[config.mk]
export PLATFORM = sky130hd
export DESIGN_NAME = cistercian_digit_scanner
export DESIGN_NICKNAME = d
export VERILOG_FILES = /design/src/rtl/cistercian_digit_scanner.sv
export SDC_FILE = /design/constraint.sdc
export NUM_CORES = 1
export LEC_CHECK = 0
export ABC_AREA = 1
export BUFFER_PORTS_ARGS = -buffer_cell sky130_fd_sc_hd__buf_2
export CORE_MARGIN = 2
export CORE_UTILIZATION = 53
export DETAILED_ROUTE_END_ITERATION = 6
export PLACE_DENSITY = 0.78
export SYNTH_ARGS = -nofsm -noshare
export SYNTH_HDL_FRONTEND = slang
export SYNTH_SLANG_ARGS = --single-unit
[constraint.sdc]
create_clock -name clk -period 1.22 [get_ports clk]
set_input_delay 0.061 -clock clk [delete_from_list [all_inputs] [get_ports clk]]
set_output_delay 0.061 -clock clk [all_outputs]
set_load 0.005 [all_outputs]
[src/rtl/cistercian_digit_scanner.sv]
// cistercian_digit_scanner: 14-bit binary to 4-digit BCD (double-dabble) feeding a
// two-phase multiplexed Cistercian glyph decoder with blanking between phases.
module cistercian_digit_scanner #(
   parameter int DIV_WIDTH    = 8,
   parameter int BLANK_CYCLES = 4
) (
   input  logic        clk,
   input  logic        rst_n,
   input  logic [13:0] value,
   input  logic        load,
   output logic        ready,
   output logic [3:0]  dig1,
   output logic [3:0]  dig2,
   output logic        pair_sel,
   output logic        bi,
   output logic        ovf
);
   typedef enum logic {IDLE, CONVERT} state_t;
   localparam logic [DIV_WIDTH-1:0] BLANK = DIV_WIDTH'(BLANK_CYCLES);
   state_t state, state_n;
   logic [13:0] sh;
   logic [15:0] acc, adj, disp;
   logic [3:0] cnt;
   logic vld, vld_n, ovf_n, start, reject, done;
   logic [DIV_WIDTH-1:0] sc, sc_n;
   assign ready = state == IDLE;
   assign start = ready && load && value <= 14'd9999;
   assign reject = ready && load && value > 14'd9999;
   assign done = state == CONVERT && cnt == 4'd1;
   assign vld_n = vld || done;
   assign ovf_n = done ? 1'b0 : reject ? 1'b1 : ovf;
   assign sc_n = sc + 1'b1;
   assign dig1 = pair_sel ? disp[11:8] : disp[3:0];
   assign dig2 = pair_sel ? disp[15:12] : disp[7:4];
   always_comb begin
      state_n = start ? CONVERT : done ? IDLE : state;
      adj = acc;
      for (int i = 0; i < 4; i++)
         adj[4*i +: 4] = acc[4*i +: 4] >= 4'd5 ? acc[4*i +: 4] + 4'd3 : acc[4*i +: 4];
   end
   always_ff @(posedge clk or negedge rst_n)
      if (!rst_n) state <= IDLE;
      else state <= state_n;
   // bi looks at next-cycle valid/ovf/counter so it is exact on the edge it changes
   always_ff @(posedge clk or negedge rst_n) begin
      if (!rst_n) begin
         sh <= '0;
         acc <= '0;
         cnt <= '0;
         disp <= '0;
         vld <= 1'b0;
         ovf <= 1'b0;
         sc <= '0;
         pair_sel <= 1'b0;
         bi <= 1'b0;
      end else begin
         sc <= sc_n;
         if (sc_n == '0) pair_sel <= ~pair_sel;
         vld <= vld_n;
         ovf <= ovf_n;
         bi <= vld_n && !ovf_n && sc_n >= BLANK;
         if (start) begin
            sh <= value;
            acc <= '0;
            cnt <= 4'd14;
         end else if (state == CONVERT) begin
            {acc, sh} <= 30'({adj, sh, 1'b0});
            cnt <= cnt - 4'd1;
         end
         if (done) disp <= 16'({adj, sh[13]});
      end
   end
endmodule

* Word-level counts from Yosys, hierarchy flattened *
Cells that the tools add are included.

word-level totals
  bits in registers = 63
  bits of input ports = 17
  word-level logic and storage cells = 53
  output and inout port bits = 12

cells by class
  magnitude comparators = 7
  bitwise logic cells = 2
  equality and inequality tests = 1
  $add $sub $neg = 6
  reduce and logical (&&, ||, !) cells = 11
  muxes and demuxes = 16

operators by type and width
  operator              count
  $mux 16               2
  $mux 14               2
  $mux 4                7
  $ge 4x3->1 const B    4
  $gt 14x14->1 const B  1
  $le 14x14->1 const B  1
  $add 4x2->4 const B   3
  $add 8x1->8 const B   1
  $ge 8x3->1 const B    1
  $logic_not 8->1       1
  $logic_and 1x1->1     6
  $eq 4x1->1 const B    1
  $mux 1                4
  $reduce_bool 2->1     2
  $sub 4x1->4 const B   1
  $add 3x2->3 const B   1
  $mux 3                1
  $not 1->1             2
  $logic_not 1->1       1
  $logic_or 1x1->1      1

* Longest topological paths before layout *
  depth after elaboration = 8
  mapped depth = 10
  gate-level depth less buffers = 10

* Least setup slack after synthesis *
OpenSTA, ideal clock, no wires.

  path kind = reg-to-reg
  start point = register sc[0]
  end point = register pair_sel
  setup time = 118 ps
  period minus slack after synthesis = 1,295 ps
  required time = 1,102 ps
  cell stages (with the launch flop) = 8
  path slack = -75 ps
  arrival = 1,177 ps
  cells stage by stage = dfrtp_1 > ha_1 > xnor2_1 > nand2_1 > nor2_1 > nand3_1 > nand2_1 > nand2_1

on the way
  longest elaborated chain between the ends = 2

RTL lines
  item                      line  source
  start: declaration        25    logic [DIV_WIDTH-1:0] sc, sc_n;
  start signal: assignment  57    sc <= sc_n;
  $add 8x1->8               32    assign sc_n = sc + 1'b1;
  $logic_not 8->1           58    if (sc_n == '0) pair_sel <= ~pair_sel;
  end signal: assignment    58
  end: declaration          14    output logic pair_sel,

No other way between the ends.
A chain may end at the register's enable or synchronous reset.

* Worst setup path after layout *
  start point = register acc[9]
  end point = register acc[9]

on the way
  longest elaborated chain between the ends = 4

RTL lines
  item                      line  source
  start: declaration        22    logic [15:0] acc, adj, disp;
  start signal: assignment  67    {acc, sh} <= 30'({adj, sh, 1'b0});
  $ge 4x3->1                39    adj[4*i +: 4] = acc[4*i +: 4] >= 4'd5 ? acc[4*i +: 4] + 4'd3 : acc[4*i +: 4];
  $mux 4                    39
  $mux 16                   66    end else if (state == CONVERT) begin
  $mux 16                   62    if (start) begin

No other way between the ends. The select of a mux whose other input is x is not followed.

==> metrics.txt <==
# TYPE chip_impl_metric gauge
chip_impl_metric{name="synth.ff_latch_count",unit=""} 63
chip_impl_info{name="hold-path-endpoint",value="sh[8]"} 1
chip_impl_metric{name="antenna_cells_inserted",unit=""} 0
chip_impl_metric{name="detail_route.iter0.violations",unit=""} 270
chip_impl_metric{name="worst_slack",unit="ps"} -237
chip_impl_metric{name="io_buffer_count",unit=""} 28
chip_impl_info{name="global_route.peak_usage_layer",value="met2"} 1
chip_impl_info{name="root_driver",value="clkbuf_8"} 1
chip_impl_metric{name="layout.nets",unit=""} 495
chip_impl_metric{name="final.min_clock_period",unit="ps"} 1460
chip_impl_metric{name="first_global_vias",unit=""} 2966
chip_impl_info{name="cts_tree",value="built"} 1
chip_impl_info{name="critical_path.slowest_cell",value="dfrtp_1"} 1
chip_impl_info{name="worst_hold_path_type",value="input port to register"} 1
chip_impl_metric{name="critPathArrivalTime",unit="ps"} 1720
chip_impl_metric{name="layout.core_utilization",unit=""} 0.808
chip_impl_metric{name="max_stage_delay",unit="ps"} 420
chip_impl_metric{name="power.ir.vdd_worst",unit="mV"} 1.73
chip_impl_metric{name="synth_compound_gate_area_share",unit=""} 0.0822
chip_impl_metric{name="fp.coreArea",unit="mm2"} 0.00582
chip_impl_metric{name="grt_use_met2",unit=""} 0.465
chip_impl_metric{name="number_of_vias_after_detailed_routing",unit=""} 3150
chip_impl_metric{name="power.density_cell_area",unit="mW/mm2"} 2590
chip_impl_metric{name="avgSynthCellArea",unit="um2"} 8.52
chip_impl_metric{name="boundaryPins",unit=""} 29
chip_impl_metric{name="globalRouteMet1Util",unit=""} 0.338
chip_impl_metric{name="grt_use_total",unit=""} 0.280
chip_impl_metric{name="h-tree-depth",unit=""} 3
chip_impl_info{name="reg2reg_to",value="acc[9]"} 1
chip_impl_metric{name="detailedRoute.firstPassIterationCount",unit=""} 5
chip_impl_metric{name="post_route_cells_drive_above_1_share",unit=""} 0.445
chip_impl_metric{name="cp_data_required_time",unit="ps"} 1480
chip_impl_metric{name="yosys.area_share.adder",unit=""} 0.0437
chip_impl_metric{name="final_cell_area",unit="mm2"} 0.00470
chip_impl_metric{name="reg2regPathDepth",unit=""} 7
chip_impl_info{name="status",value="finished with violations"} 1
chip_impl_metric{name="synthSimpleGateAreaFrac",unit=""} 0.263
chip_impl_info{name="failed_checks",value="setup timing"} 1
chip_impl_metric{name="syn_nets",unit=""} 398
chip_impl_metric{name="clock_pin_slew_of_the_registers_on_the_worst_case_setup_and_hold_paths",unit="ps"} 80
chip_impl_metric{name="final.period_utilization",unit=""} 1.19
chip_impl_metric{name="slew_headroom",unit=""} 0.771
chip_impl_metric{name="worst_slew_pin_slew",unit="ps"} 343
chip_impl_metric{name="worst_skew_pair.late_latency",unit="ps"} 350
chip_impl_metric{name="final.setup_skew",unit="ps"} 8.95
chip_impl_metric{name="yosys.area_share.xor_xnor",unit=""} 0.0306
chip_impl_metric{name="path_max_fanout",unit=""} 4
chip_impl_metric{name="met3_routing_resource_usage_after_global_routing",unit=""} 0.0700
chip_impl_metric{name="clock.fmax",unit="GHz"} 0.686
chip_impl_info{name="rsz0062_at_grt",value="yes"} 1
chip_impl_metric{name="timing.final.setup_violations",unit=""} 44
chip_impl_metric{name="number_of_nets_with_antenna_violations_after_detailed_routing",unit=""} 0
chip_impl_metric{name="die_width",unit="um"} 81.1
chip_impl_metric{name="synthesis.yosys.warnings",unit=""} 0
chip_impl_info{name="yosys_most_used_dff",value="dfrtp_1"} 1
chip_impl_metric{name="placement.cell_area",unit="mm2"} 0.00357
chip_impl_metric{name="whs_path_depth",unit=""} 3
chip_impl_metric{name="dieHeight",unit="um"} 81.1
chip_impl_metric{name="cts_num_sinks",unit=""} 63
chip_impl_metric{name="remaining_drc_errors",unit=""} 0
chip_impl_metric{name="async_flop_share",unit=""} 1.00
chip_impl_metric{name="synthDistinctLibCells",unit=""} 26
chip_impl_metric{name="grt_first_pass_wirelength",unit="um"} 13600
chip_impl_metric{name="floorplan.die_area",unit="mm2"} 0.00658
chip_impl_metric{name="cts_max_path_buffers",unit=""} 2
chip_impl_metric{name="hpwl",unit="um"} 4600
chip_impl_metric{name="yosysSeqAreaShare",unit=""} 0.500
chip_impl_info{name="endpoint_kind",value="register"} 1
chip_impl_info{name="rr_startpoint",value="acc[9]"} 1
chip_impl_metric{name="vias_per_cell",unit=""} 5.76
chip_impl_metric{name="routedWlPerCell",unit="um"} 18.5
chip_impl_metric{name="synth.area.mux_share",unit=""} 0
chip_impl_metric{name="fillerInstances",unit=""} 326
chip_impl_metric{name="finalHoldWorstSlack",unit="ps"} 34.3
chip_impl_metric{name="reg2reg_slack",unit="ps"} -240
chip_impl_metric{name="area_growth_syn_to_layout",unit="%"} 49.1
chip_impl_info{name="holdCritStartpoint",value="value[8]"} 1
chip_impl_metric{name="place_congestion",unit=""} 0.788
chip_impl_metric{name="layoutNonFillerInstCount",unit=""} 547
chip_impl_metric{name="report.final.slew_viol_count",unit=""} 0
chip_impl_metric{name="post-place-cells",unit=""} 490
chip_impl_metric{name="static-leakage-power",unit="nW"} 2.25
chip_impl_info{name="criticalPathCategory",value="register to register"} 1
chip_impl_metric{name="grt_max_degree",unit=""} 64
chip_impl_metric{name="numCtsBuffers",unit=""} 9
chip_impl_metric{name="totalPowerFinal",unit="mW"} 12.2
chip_impl_metric{name="drt_wl_total",unit="um"} 10100
chip_impl_metric{name="initial_cell_density_of_the_core",unit=""} 0.542
chip_impl_metric{name="grt_remaining_overflow",unit=""} 0
chip_impl_metric{name="drv_cap",unit=""} 0
chip_impl_info{name="worst_setup_start_kind",value="register"} 1
chip_impl_metric{name="netlist_area",unit="mm2"} 0.00315
chip_impl_info{name="crit_chain",value="inv_2, buf_6, ha_4, nand2_4, nand3_4, xor2_2, o22ai_1"} 1
chip_impl_metric{name="placement_rows",unit=""} 28
chip_impl_metric{name="timing_hold_violations_final",unit=""} 0
chip_impl_metric{name="number_of_antenna_violations_at_the_first_check_in_global_routing",unit=""} 0
chip_impl_metric{name="synth_edf_count",unit=""} 0
chip_impl_metric{name="number_of_instances_in_the_synthesized_netlist",unit=""} 370
chip_impl_info{name="synth_top_family_by_area",value="simple AND/OR/NAND/NOR gates"} 1
-- area by class of cell --
| class | count | area (um2) | share of cell area |
|---|---|---|---|
| Clock buffer | 10 | 138 | 0.0293 |
| Clock inverter | 6 | 108 | 0.0229 |
| Inverter | 45 | 189 | 0.0402 |
| Multi-Input combinational cell | 249 | 1790 | 0.381 |
| Sequential cell | 63 | 1580 | 0.337 |
| Tap cell | 75 | 93.8 | 0.0200 |
| Timing Repair Buffer | 96 | 777 | 0.165 |
| Timing Repair inverter | 3 | 20.0 | 0.00426 |
-- synthesized netlist by cell type (2+ instances only) --
| cell | instances | area [um2] |
|---|---|---|
| buf_1 | 2 | 7.51 |
| buf_2 | 8 | 40.0 |
| buf_6 | 2 | 22.5 |
| dfrtp_1 | 63 | 1580 |
| ha_1 | 11 | 138 |
| inv_1 | 42 | 158 |
| inv_2 | 2 | 7.51 |
| nand2_1 | 98 | 368 |
| nand2_2 | 4 | 25.0 |
| nand2_4 | 2 | 22.5 |
| nand3_1 | 47 | 235 |
| nand3_2 | 6 | 60.1 |
| nand4_1 | 2 | 12.5 |
| nor2_1 | 12 | 45.0 |
| nor2_2 | 4 | 25.0 |
| nor2_4 | 2 | 22.5 |
| o21ai_0 | 20 | 100 |
| o21ai_1 | 14 | 70.1 |
| o22ai_1 | 13 | 81.3 |
| xnor2_1 | 3 | 26.3 |
| xor2_1 | 8 | 70.1 |
-- report_power, final --
| part | leakage [nW] | internal, mW | total, mW | switching (mW) |
|---|---|---|---|---|
| sequential | 0.769 | 2.88 | 3.56 | 0.682 |
| clock | 0.122 | 1.41 | 2.29 | 0.881 |
| combinational | 1.36 | 2.78 | 6.33 | 3.55 |
-- worst max-delay path by stage --
| stage | slack (ps) | startpoint | depth (start not counted) | endpoint |
|---|---|---|---|---|
| 3_3_place_gp | -100 | acc[1] | 7 | acc[1] |
| 2_1_floorplan | -20 | sc[1] | 7 | pair_sel |
| 3_5_place_dp | -170 | acc[13] | 7 | acc[13] |
| 6_report | -240 | acc[9] | 7 | acc[9] |
| 5_1_grt | -260 | acc[1] | 7 | acc[1] |
| 4_1_cts | -100 | acc[13] | 7 | acc[13] |
-- cell families (layout without fill, tap and decap cells) --
| family | count (synthesis) | in the layout |
|---|---|---|
| and+or+nand+nor | 179 | 179 |
| DFF | 63 | 63 |
| buffers and inverters | 58 | 160 |
| AOI/OAI and AO/OA | 48 | 48 |
| adders and majority gates | 11 | 11 |
| xor gates and xnor gates | 11 | 11 |
-- repair_timing --
| item | 4_1_cts | 5_1_grt |
|---|---|---|
| gates resized for setup | 93 | 53 |
| pin swaps | 34 | 17 |
| cloned | 3 | 1 |
| hold endpoints to repair | 75 | 0 |
| endpoints found under the setup margin | 48 | 57 |
| hold buffers | 13 | 0 |
| setup buffers | 18 | 9 |
-- cells in the final DEF, fill, tap and decap left out, drive strengths merged --
cell         synthesis  layout
buf                 13      83
bufinv               0       3
clkbuf               0      10
clkinv               1       5
clkinvlp             0       1
dfrtp               63      63
dlygate4sd3          0      13
ha                  11      11
inv                 44      45
nand2              104     104
nand3               53      53
nand4                2       2
nor2                18      18
nor4                 1       1
o21ai               34      34
o21bai               1       1
o22ai               13      13
or2                  1       1
xnor2                3       3
xor2                 8       8
-- metrics by stage --
| stage | setup WS [ps] | setup TNS [ps] |
|---|---|---|
| after floorplan | -16.1 | -55.2 |
| after global placement | -96.3 | -1010 |
| after detailed placement | -171 | -2460 |
| after CTS | -99.7 | -881 |
| after global routing | -264 | -6670 |
| final | -237 | -4350 |
-- sequential cells by signal, indices dropped and copies added, names as in the netlist --
signal	count
acc	16
disp	16
sh	14
sc	8
cnt	4
bi	1
ovf	1
pair_sel	1
state	1
vld	1
-- critical path: cells and delay by family (launching register included) --
kind	cells	cell delay (ps)
adders and majority gates	1	160
DFF	1	420
and+or+nand+nor	2	190
xor gates and xnor gates	1	180
AOI/OAI and AO/OA	1	200
buffers and inverters	2	210
-- layer usage --
layer  part of all wire  up-vias
met5                  0        -
met4              0.032        0
met3              0.065       46
met2               0.53      171
met1               0.38     1546
li1                   -     1387
(Power assumes the default switching activity.)
